--- src/rtl/tsu_mport.sv ---
// Multi-port PTP timestamp unit: per-port SOP time capture, EOP keep/tag,
// round-robin merge of one-deep per-port slots into a shared show-ahead queue.

module tsu_mport_lane #(
  parameter int TAG_W = 16
) (
  input  logic             clk,
  input  logic             rst,
  input  logic             ctrl,
  input  logic             keep,
  input  logic [TAG_W-1:0] tag,
  input  logic [47:0]      comp_sec,
  input  logic [31:0]      comp_ns,
  input  logic             grant,
  output logic             pending,
  output logic [TAG_W-1:0] slot_tag,
  output logic [47:0]      slot_sec,
  output logic [31:0]      slot_ns,
  output logic             drop
);
  logic        prev;
  logic [47:0] cap_sec;
  logic [31:0] cap_ns;
  logic        sop, eop, accept;

  assign sop    = ctrl & ~prev;
  assign eop    = ~ctrl & prev;
  // A slot being granted this cycle frees up in time to take the new entry.
  assign accept = eop & keep & (~pending | grant);
  assign drop   = eop & keep & pending & ~grant;

  always_ff @(posedge clk or posedge rst) begin
    if (rst) begin
      prev     <= 1'b0;
      cap_sec  <= '0;
      cap_ns   <= '0;
      pending  <= 1'b0;
      slot_tag <= '0;
      slot_sec <= '0;
      slot_ns  <= '0;
    end else begin
      prev <= ctrl;
      if (sop) begin
        cap_sec <= comp_sec;
        cap_ns  <= comp_ns;
      end
      if (accept) begin
        pending  <= 1'b1;
        slot_tag <= tag;
        slot_sec <= cap_sec;
        slot_ns  <= cap_ns;
      end else if (grant) begin
        pending <= 1'b0;
      end
    end
  end
endmodule

module tsu_mport #(
  parameter int NUM_PORTS  = 4,
  parameter int FIFO_DEPTH = 16,
  parameter int TAG_W      = 16
) (
  input  logic                       clk,
  input  logic                       rst,
  input  logic [NUM_PORTS-1:0]       port_ctrl,
  input  logic [NUM_PORTS-1:0]       port_keep,
  input  logic [NUM_PORTS*TAG_W-1:0] port_tag,
  input  logic [79:0]                rtc_timer_in,
  input  logic [31:0]                ts_offset_ns,
  input  logic                       q_rd_en,
  output logic [8+TAG_W+79:0]        q_rd_data,
  output logic [8:0]                 q_rd_stat,
  output logic [7:0]                 drop_cnt
);
  localparam int PW = (NUM_PORTS > 1) ? $clog2(NUM_PORTS) : 1;
  localparam int AW = $clog2(FIFO_DEPTH);
  localparam logic [31:0] NS_PER_SEC = 32'd1_000_000_000;

  typedef struct packed {
    logic [7:0]       port;
    logic [TAG_W-1:0] tag;
    logic [47:0]      sec;
    logic [31:0]      ns;
  } entry_t;

  // Both operands are below 1e9, so the sum fits in 32 bits.
  logic [31:0] ns_sum, comp_ns;
  logic [47:0] comp_sec;

  always_comb begin
    ns_sum   = rtc_timer_in[31:0] + ts_offset_ns;
    comp_sec = rtc_timer_in[79:32];
    comp_ns  = ns_sum;
    if (ns_sum >= NS_PER_SEC) begin
      comp_ns  = ns_sum - NS_PER_SEC;
      comp_sec = rtc_timer_in[79:32] + 48'd1;
    end
  end

  logic [NUM_PORTS-1:0]             pending, grant, drop;
  logic [NUM_PORTS-1:0][TAG_W-1:0]  slot_tag;
  logic [NUM_PORTS-1:0][47:0]       slot_sec;
  logic [NUM_PORTS-1:0][31:0]       slot_ns;

  for (genvar i = 0; i < NUM_PORTS; i++) begin : g_lane
    tsu_mport_lane #(.TAG_W(TAG_W)) u_lane (
      .clk      (clk),
      .rst      (rst),
      .ctrl     (port_ctrl[i]),
      .keep     (port_keep[i]),
      .tag      (port_tag[i*TAG_W +: TAG_W]),
      .comp_sec (comp_sec),
      .comp_ns  (comp_ns),
      .grant    (grant[i]),
      .pending  (pending[i]),
      .slot_tag (slot_tag[i]),
      .slot_sec (slot_sec[i]),
      .slot_ns  (slot_ns[i]),
      .drop     (drop[i])
    );
  end

  logic [AW-1:0] wr_ptr, rd_ptr;
  logic [8:0]    count;
  logic          full, rd, wr;
  logic [PW-1:0] last_grant, gnt_idx, cand;
  logic          gnt_vld;
  int            idx;

  assign full = (count == 9'(FIFO_DEPTH));
  assign rd   = q_rd_en && (count != 9'd0);
  assign wr   = gnt_vld;

  // Round-robin search begins one past the last winner; full blocks all grants.
  always_comb begin
    gnt_vld = 1'b0;
    gnt_idx = '0;
    grant   = '0;
    idx     = 0;
    cand    = '0;
    for (int off = 1; off <= NUM_PORTS; off++) begin
      idx = int'(last_grant) + off;
      if (idx >= NUM_PORTS) idx = idx - NUM_PORTS;
      cand = PW'(idx);
      if (!gnt_vld && !full && pending[cand]) begin
        gnt_vld = 1'b1;
        gnt_idx = cand;
      end
    end
    if (gnt_vld) grant[gnt_idx] = 1'b1;
  end

  entry_t mem [FIFO_DEPTH];
  entry_t wr_entry;

  assign wr_entry = '{port: 8'(gnt_idx), tag: slot_tag[gnt_idx],
                      sec: slot_sec[gnt_idx], ns: slot_ns[gnt_idx]};

  always_ff @(posedge clk) begin
    if (wr) mem[wr_ptr] <= wr_entry;
  end

  logic [3:0] ndrop;
  logic [8:0] drop_sum;

  always_comb begin
    ndrop = '0;
    for (int i = 0; i < NUM_PORTS; i++) ndrop = ndrop + 4'(drop[i]);
    drop_sum = {1'b0, drop_cnt} + 9'(ndrop);
  end

  always_ff @(posedge clk or posedge rst) begin
    if (rst) begin
      wr_ptr     <= '0;
      rd_ptr     <= '0;
      count      <= '0;
      last_grant <= PW'(NUM_PORTS - 1);
      drop_cnt   <= '0;
    end else begin
      if (wr) begin
        wr_ptr     <= wr_ptr + AW'(1);
        last_grant <= gnt_idx;
      end
      if (rd) rd_ptr <= rd_ptr + AW'(1);
      case ({wr, rd})
        2'b10:   count <= count + 9'd1;
        2'b01:   count <= count - 9'd1;
        default: count <= count;
      endcase
      drop_cnt <= (drop_sum > 9'd255) ? 8'd255 : drop_sum[7:0];
    end
  end

  assign q_rd_stat = count;
  assign q_rd_data = (count == 9'd0) ? '0 : mem[rd_ptr];
endmodule

--- config.mk ---
export PLATFORM = sky130hd
export DESIGN_NAME = tsu_mport
export DESIGN_NICKNAME = d
export VERILOG_FILES = /design/src/rtl/tsu_mport.sv
export SDC_FILE = /design/constraint.sdc
export NUM_CORES = 2
export LEC_CHECK = 0
export CAP_MARGIN = 20
export CORE_UTILIZATION = 50
export CTS_BUF_LIST = sky130_fd_sc_hd__clkbuf_8
export CTS_CLUSTER_DIAMETER = 30
export DETAILED_ROUTE_END_ITERATION = 6
export PLACE_DENSITY = 0.67
export REMOVE_ABC_BUFFERS = 1
export SLEW_MARGIN = 30
export SYNTH_ARGS = -nofsm -noshare
export SYNTH_HDL_FRONTEND = slang
export SYNTH_HIERARCHICAL = 1
export SYNTH_SLANG_ARGS = --single-unit
--- constraint.sdc ---
create_clock -name clk -period 15 [get_ports clk]
set_input_delay 3 -clock clk [delete_from_list [all_inputs] [get_ports clk]]
set_output_delay 3 -clock clk [all_outputs]
set_load 0.03 [all_outputs]
Yosys cells after proc, flatten, opt, wreduce, memory -nomap -nowiden --
Memories as Yosys holds them, arrays and structs flattened. Cells that the tools add are included. W data, S select, Z words.
Storage, ports and cells: register bits 739, bits in latches 0, bits in writable memories 1568, memory bits (read-only) 0, output and inout bits 121, logic and storage cells 176, memories kept 1
Cells by class: add/subtract/negate cells 19, $mul 0, divide/modulo/power cells 0, $lt $le $gt $ge 12, equal/unequal tests 3, shift operators 0, muxes and demuxes 44, bitwise gates (word level) 44, reduce and logical (&&, ||, !) cells 20
Memory list:
- mem | words 16, bits a word 98, read ports 1, clocked after memory_dff 0, write ports 1, RTL line 154 | entry_t mem [FIFO_DEPTH];
Operator list (number):
- $mux W104 | 1
- $bmux W48 S2 | 1
- $mux W48 | 2
- $bmux W32 S2 | 1
- $mux W32 | 2
- $add A48 B1 Y48 const B | 1
- $add A32 B32 Y32 | 1
- $bmux W16 S2 | 1
- $ge A32 B30 Y1 const B | 1
- $sub A32 B30 Y32 const B | 1
- $and A1 B1 Y1 | 24
- $mux W1 | 19
- $pmux W9 S2 | 1
- $mux W16 | 1
- $mux W2 | 8
- $not A1 Y1 | 16
- $lt A2 B3 Y1 const B | 5
- $reduce_bool A2 Y1 | 5
- $add A8 B4 Y9 | 1
- $add A9 B1 Y9 const B | 1
- $eq A9 B5 Y1 const B | 1
- $ge A3 B3 Y1 const B | 3
- $gt A9 B8 Y1 const B | 1
- $logic_and A1 B1 Y1 | 9
- other kinds (21) | 35

Longest topological paths before layout --
depth after elaboration 32, gate-level depth with buffers 22, depth with buffers taken out 19

Cells and area by module --
The synthesis kept the hierarchy.
Modules (own cells, without submodules):
- tsu_mport | times used 1, cells each 3665, area each 67614.8 µm²
- tsu_mport_lane | times used 4, cells each 381, area each 6844.1 µm²

Worst setup path before layout --
OpenSTA, ideal clock, no wires.
path kind flip-flop to flip-flop, from register count[1], in the netlist q_rd_stat[1], to memory mem[0][0] in the netlist's numbering, enable pin, setup time 799 ps, arrival 11098 ps, data required time 14201 ps, slack 3103 ps, cell stages (with the launch flop) 8, path buffers 1, period minus slack after synthesis 11897 ps, cells stage by stage dfrtp_1 -> clkbuf_1 -> nor4_1 -> nand2_1 -> inv_1 -> a21oi_1 -> clkinv_1 -> nor4_1
On the way: longest elaborated chain between the ends 18
Ends and longest elaborated chain:
- start, declared | RTL line 125 | logic [8:0] count;
- start signal, assigned | RTL line 187 | 2'b10: count <= count + 9'd1;
- start signal, assigned | RTL line 188 | 2'b01: count <= count - 9'd1;
- start signal, assigned | RTL line 189 | default: count <= count;
- $eq A9 B5 Y1 (*) | RTL line 131 | assign full = (count == 9'(FIFO_DEPTH));
- $logic_not A1 Y1 (*) | RTL line 146 | if (!gnt_vld && !full && pending[cand]) begin
- $logic_and A1 B1 Y1 | RTL line 146
- $mux W1 | RTL line 146
- $logic_not A1 Y1 | RTL line 146
- $logic_and A1 B1 Y1 (2 in series) | RTL line 146
- $mux W1 | RTL line 146
- $logic_not A1 Y1 | RTL line 146
- $logic_and A1 B1 Y1 (2 in series) | RTL line 146
- $mux W1 | RTL line 146
- $logic_not A1 Y1 | RTL line 146
- $logic_and A1 B1 Y1 (2 in series) | RTL line 146
- $mux W1 (*) | RTL line 146
- $mux W1 (*) | RTL line 161 | if (wr) mem[wr_ptr] <= wr_entry;
- $mux W1 (implied by the code) (*) | RTL line 161
- end, declared | RTL line 154
Every way passes the cells marked *; elsewhere a longest branch is shown, timed or not.

Worst setup path after layout --
from register rd_ptr[0], to output q_rd_data[19]
On the way: longest elaborated chain between the ends 2
Ends and longest elaborated chain:
- start, declared | RTL line 124 | logic [AW-1:0] wr_ptr, rd_ptr;
- start signal, assigned | RTL line 185 | if (rd) rd_ptr <= rd_ptr + AW'(1);
- $mem_v2 Z16 W98
- $mux W104 | RTL line 196 | assign q_rd_data = (count == 9'd0) ? '0 : mem[rd_ptr];
- end, declared | RTL line 72 | output logic [8+TAG_W+79:0] q_rd_data,
No other way between the ends.

==> reports/summary.txt <==
status = finished, violations left
failing checks = DRC
WP data required = 12.00 ns
GRT Overall Usage = 25.8%
placed cell area = 101000 um2
Synth Register Bits = 2307
drt pass-1 iters = 7
max_cap viols = 0
Hold WS = 0.441 ns
P&R area growth vs syn = 17.2%
Final setup viols = 0
port buffer count = 301
crit path max fanout = 41
DIE HEIGHT = 438 um
area of the core = 188000 um2
final WL = 244 mm
detailed placement HPWL = 131 mm
cell area after layout = 111000 um2
Commonest cells post-synth = edfxtp_1, dfrtp_1, mux2_2, mux4_2, nand2_1
synth top area cells = edfxtp_1, dfrtp_1, mux4_2
synthesized area = 95000 um2
Post-CTS Resized = 0
RSZ-0062 raised after global routing = false
Rel. slew slack = 24.4%
vias in the first global route = 54800
Startpoint Class = flip-flop
Die Width = 438 um
Netlist cell types = 84
initial antenna violation count = 25
# clock sinks = 2307
postcts setup bufs = 0
row count = 159
sequential share of the synthesized area = 69.0%
final worst path period share = 56.8%
CTS buffer count = 460
Pwr Density = 265 nW/um2
Synth Warn # = 6
global route overflow = 0
Place WS = 7.00 ns
ys async rst share = 32.0%
Final Skew = 0.0801 ns
maximum vdd ir drop = 0.000299 V
largest net degree at the start of global routing = 130
H-Tree Depth = 5
Avg Synthesized Cell Area = 18.3 um2
cell count after synthesis = 5189
Iter 0 DRT Violations = 4989
cell taking the most area after synthesis = edfxtp_1
setup TNS = 0 ns
Die Area = 192000 um2
post-synth top area share = 49.6%
I/O pin cnt = 308
CP Capture Type = output pin
CP Class = flip-flop to output pin
fin crit period = 8.51 ns
CTS tree = yes
vias per cell = 5.93
Worst Path Arrival = 5.51 ns
f_max = 0.117 GHz
Slew @ Worst Pin = 1.13 ns
RD Place Congestion = 0.866
Pleak = 40.5 nW
Slew Viols, Final = 0
Skew-Pair Late Insertion Delay = 1.08 ns
DR vias = 51400
Worst Hold Class = flip-flop to flip-flop
Main synth FF type = edfxtp_1
Post-synth EDFFs = 1568
global-route wire length before repair = 362 mm
final hold violations = 0
CTS max path bufs = 4
DR WL/cell = 28.2 um
fraction of layout cells with a size suffix above 1 = 35.0%
# nets final = 6011
CTS root buf = clkbuf_8
# DRC = 40
Worst-path clk slew = 0.06 ns
Final ANT Viol Nets = 0
Initial Util = 50.5%
CTS hold repair buffers = 0
Final WS setup = 6.49 ns
top-count cell post-synth = edfxtp_1
cell usage in the layout, fill, tap and decap left out, drive strengths merged, types with 27 or more instances in the layout:
master         count
mux4             490
nor3              27
nor2              59
o21ai             31
buf              129
a21oi             49
ha                42
nand3             39
nand4             31
mux2             707
edfxtp          1568
xor2              34
and3             118
dfrtp            737
xnor2             74
inv              146
nand2            454
bufinv            57
clkinv           144
clkbuf           501
a31oi            103
clkdlybuf4s50    301
nor2b            111
through the flow:
step / util, % / power (W) / std cells
5_1_grt: 59.1 / 0.0308 / 8658
2_1_floorplan: - / 0.0200 / 4886
3_5_place_dp: 53.7 / 0.0228 / 7808
4_1_cts: 59.0 / 0.0296 / 8645
6_report: 59.1 / 0.0295 / 8665
3_3_place_gp: 53.5 / 0.0223 / 7806
critical path, stage by stage (launching register included):
cell             delay [ns]
dfrtp_4                0.88
buf_4                  0.79
buf_4                  0.79
mux4_2                 0.61
mux4_2                 0.46
nor2b_1                0.17
clkdlybuf4s50_1        0.65
kinds of logic (layout without fill, tap and decap cells):
| logic type | count (synthesis) | count (layout) | share of synthesized area [%] |
|---|---|---|---|
| DFF | 2307 | 2307 | 69.0 |
| muxes | 1203 | 1203 | 20.7 |
| and+or+nand+nor | 915 | 915 | 4.83 |
| buffers and inverters | 338 | 1297 | 1.91 |
| AOI/OAI and AO/OA | 271 | 271 | 1.88 |
| xor gates and xnor gates | 108 | 108 | 0.996 |
| adders and majority gates | 46 | 46 | 0.638 |
| other | 1 | 23 | 0.00395 |
path summary, 6_finish.rpt:
kind	start	to	slack, ns	depth (start not counted)
min	g_lane[0].u_lane/cap_ns[9]	g_lane[0].u_lane/slot_ns[9]	0.44	1
min in group asynchronous	rst	g_lane[0].u_lane/prev	2.79	2
min reg2reg	g_lane[0].u_lane/cap_ns[9]	g_lane[0].u_lane/slot_ns[9]	0.44	1
max in group asynchronous	rst	g_lane[2].u_lane/cap_ns[25]	10.09	4
max reg2reg	q_rd_stat[2]	mem[15][39]	9.49	11
max	rd_ptr[0]	q_rd_data[19]	6.49	6
metal layers:
layer | vias up | global-route usage, % | share of wire [%]
met2 | 2005 | 42.8 | 50
met4 | 10 | 7.65 | 2.4
met3 | 429 | 4.46 | 7.0
met5 | - | 0 | 0.019
li1 | 21500 | - | -
met1 | 27400 | 35.0 | 41
cell type report:
type | instances | area, um2
fill | 14000 | 76900
sequential | 2307 | 65600
multi-input combinational | 2549 | 28200
clock buffer | 501 | 6900
timing repair buffer | 430 | 4230
tap | 2495 | 3120
clock inverter | 336 | 3050
inverter | 30 | 155
antenna | 17 | 42.5
report_power, final:
part	internal [W]	switching [W]	total, W
Clock	0.00407	0.00272	0.00679
Sequential	0.0110	0.000777	0.0118
Combinational	0.00419	0.00667	0.0109
state kept, by name, summed over array words and instances, names as in the netlist:
| signal | count |
|---|---|
| g_lane.u_lane/slot_sec | 192 |
| wr_ptr | 4 |
| mem | 1568 |
| g_lane.u_lane/prev | 4 |
| g_lane.u_lane/cap_ns | 128 |
| g_lane.u_lane/slot_ns | 128 |
| drop_cnt | 8 |
| last_grant | 2 |
| g_lane.u_lane/slot_tag | 64 |
| g_lane.u_lane/pending | 4 |
| q_rd_stat | 9 |
| g_lane.u_lane/cap_sec | 192 |
| rd_ptr | 4 |
Power figures use the tool's default switching activity.
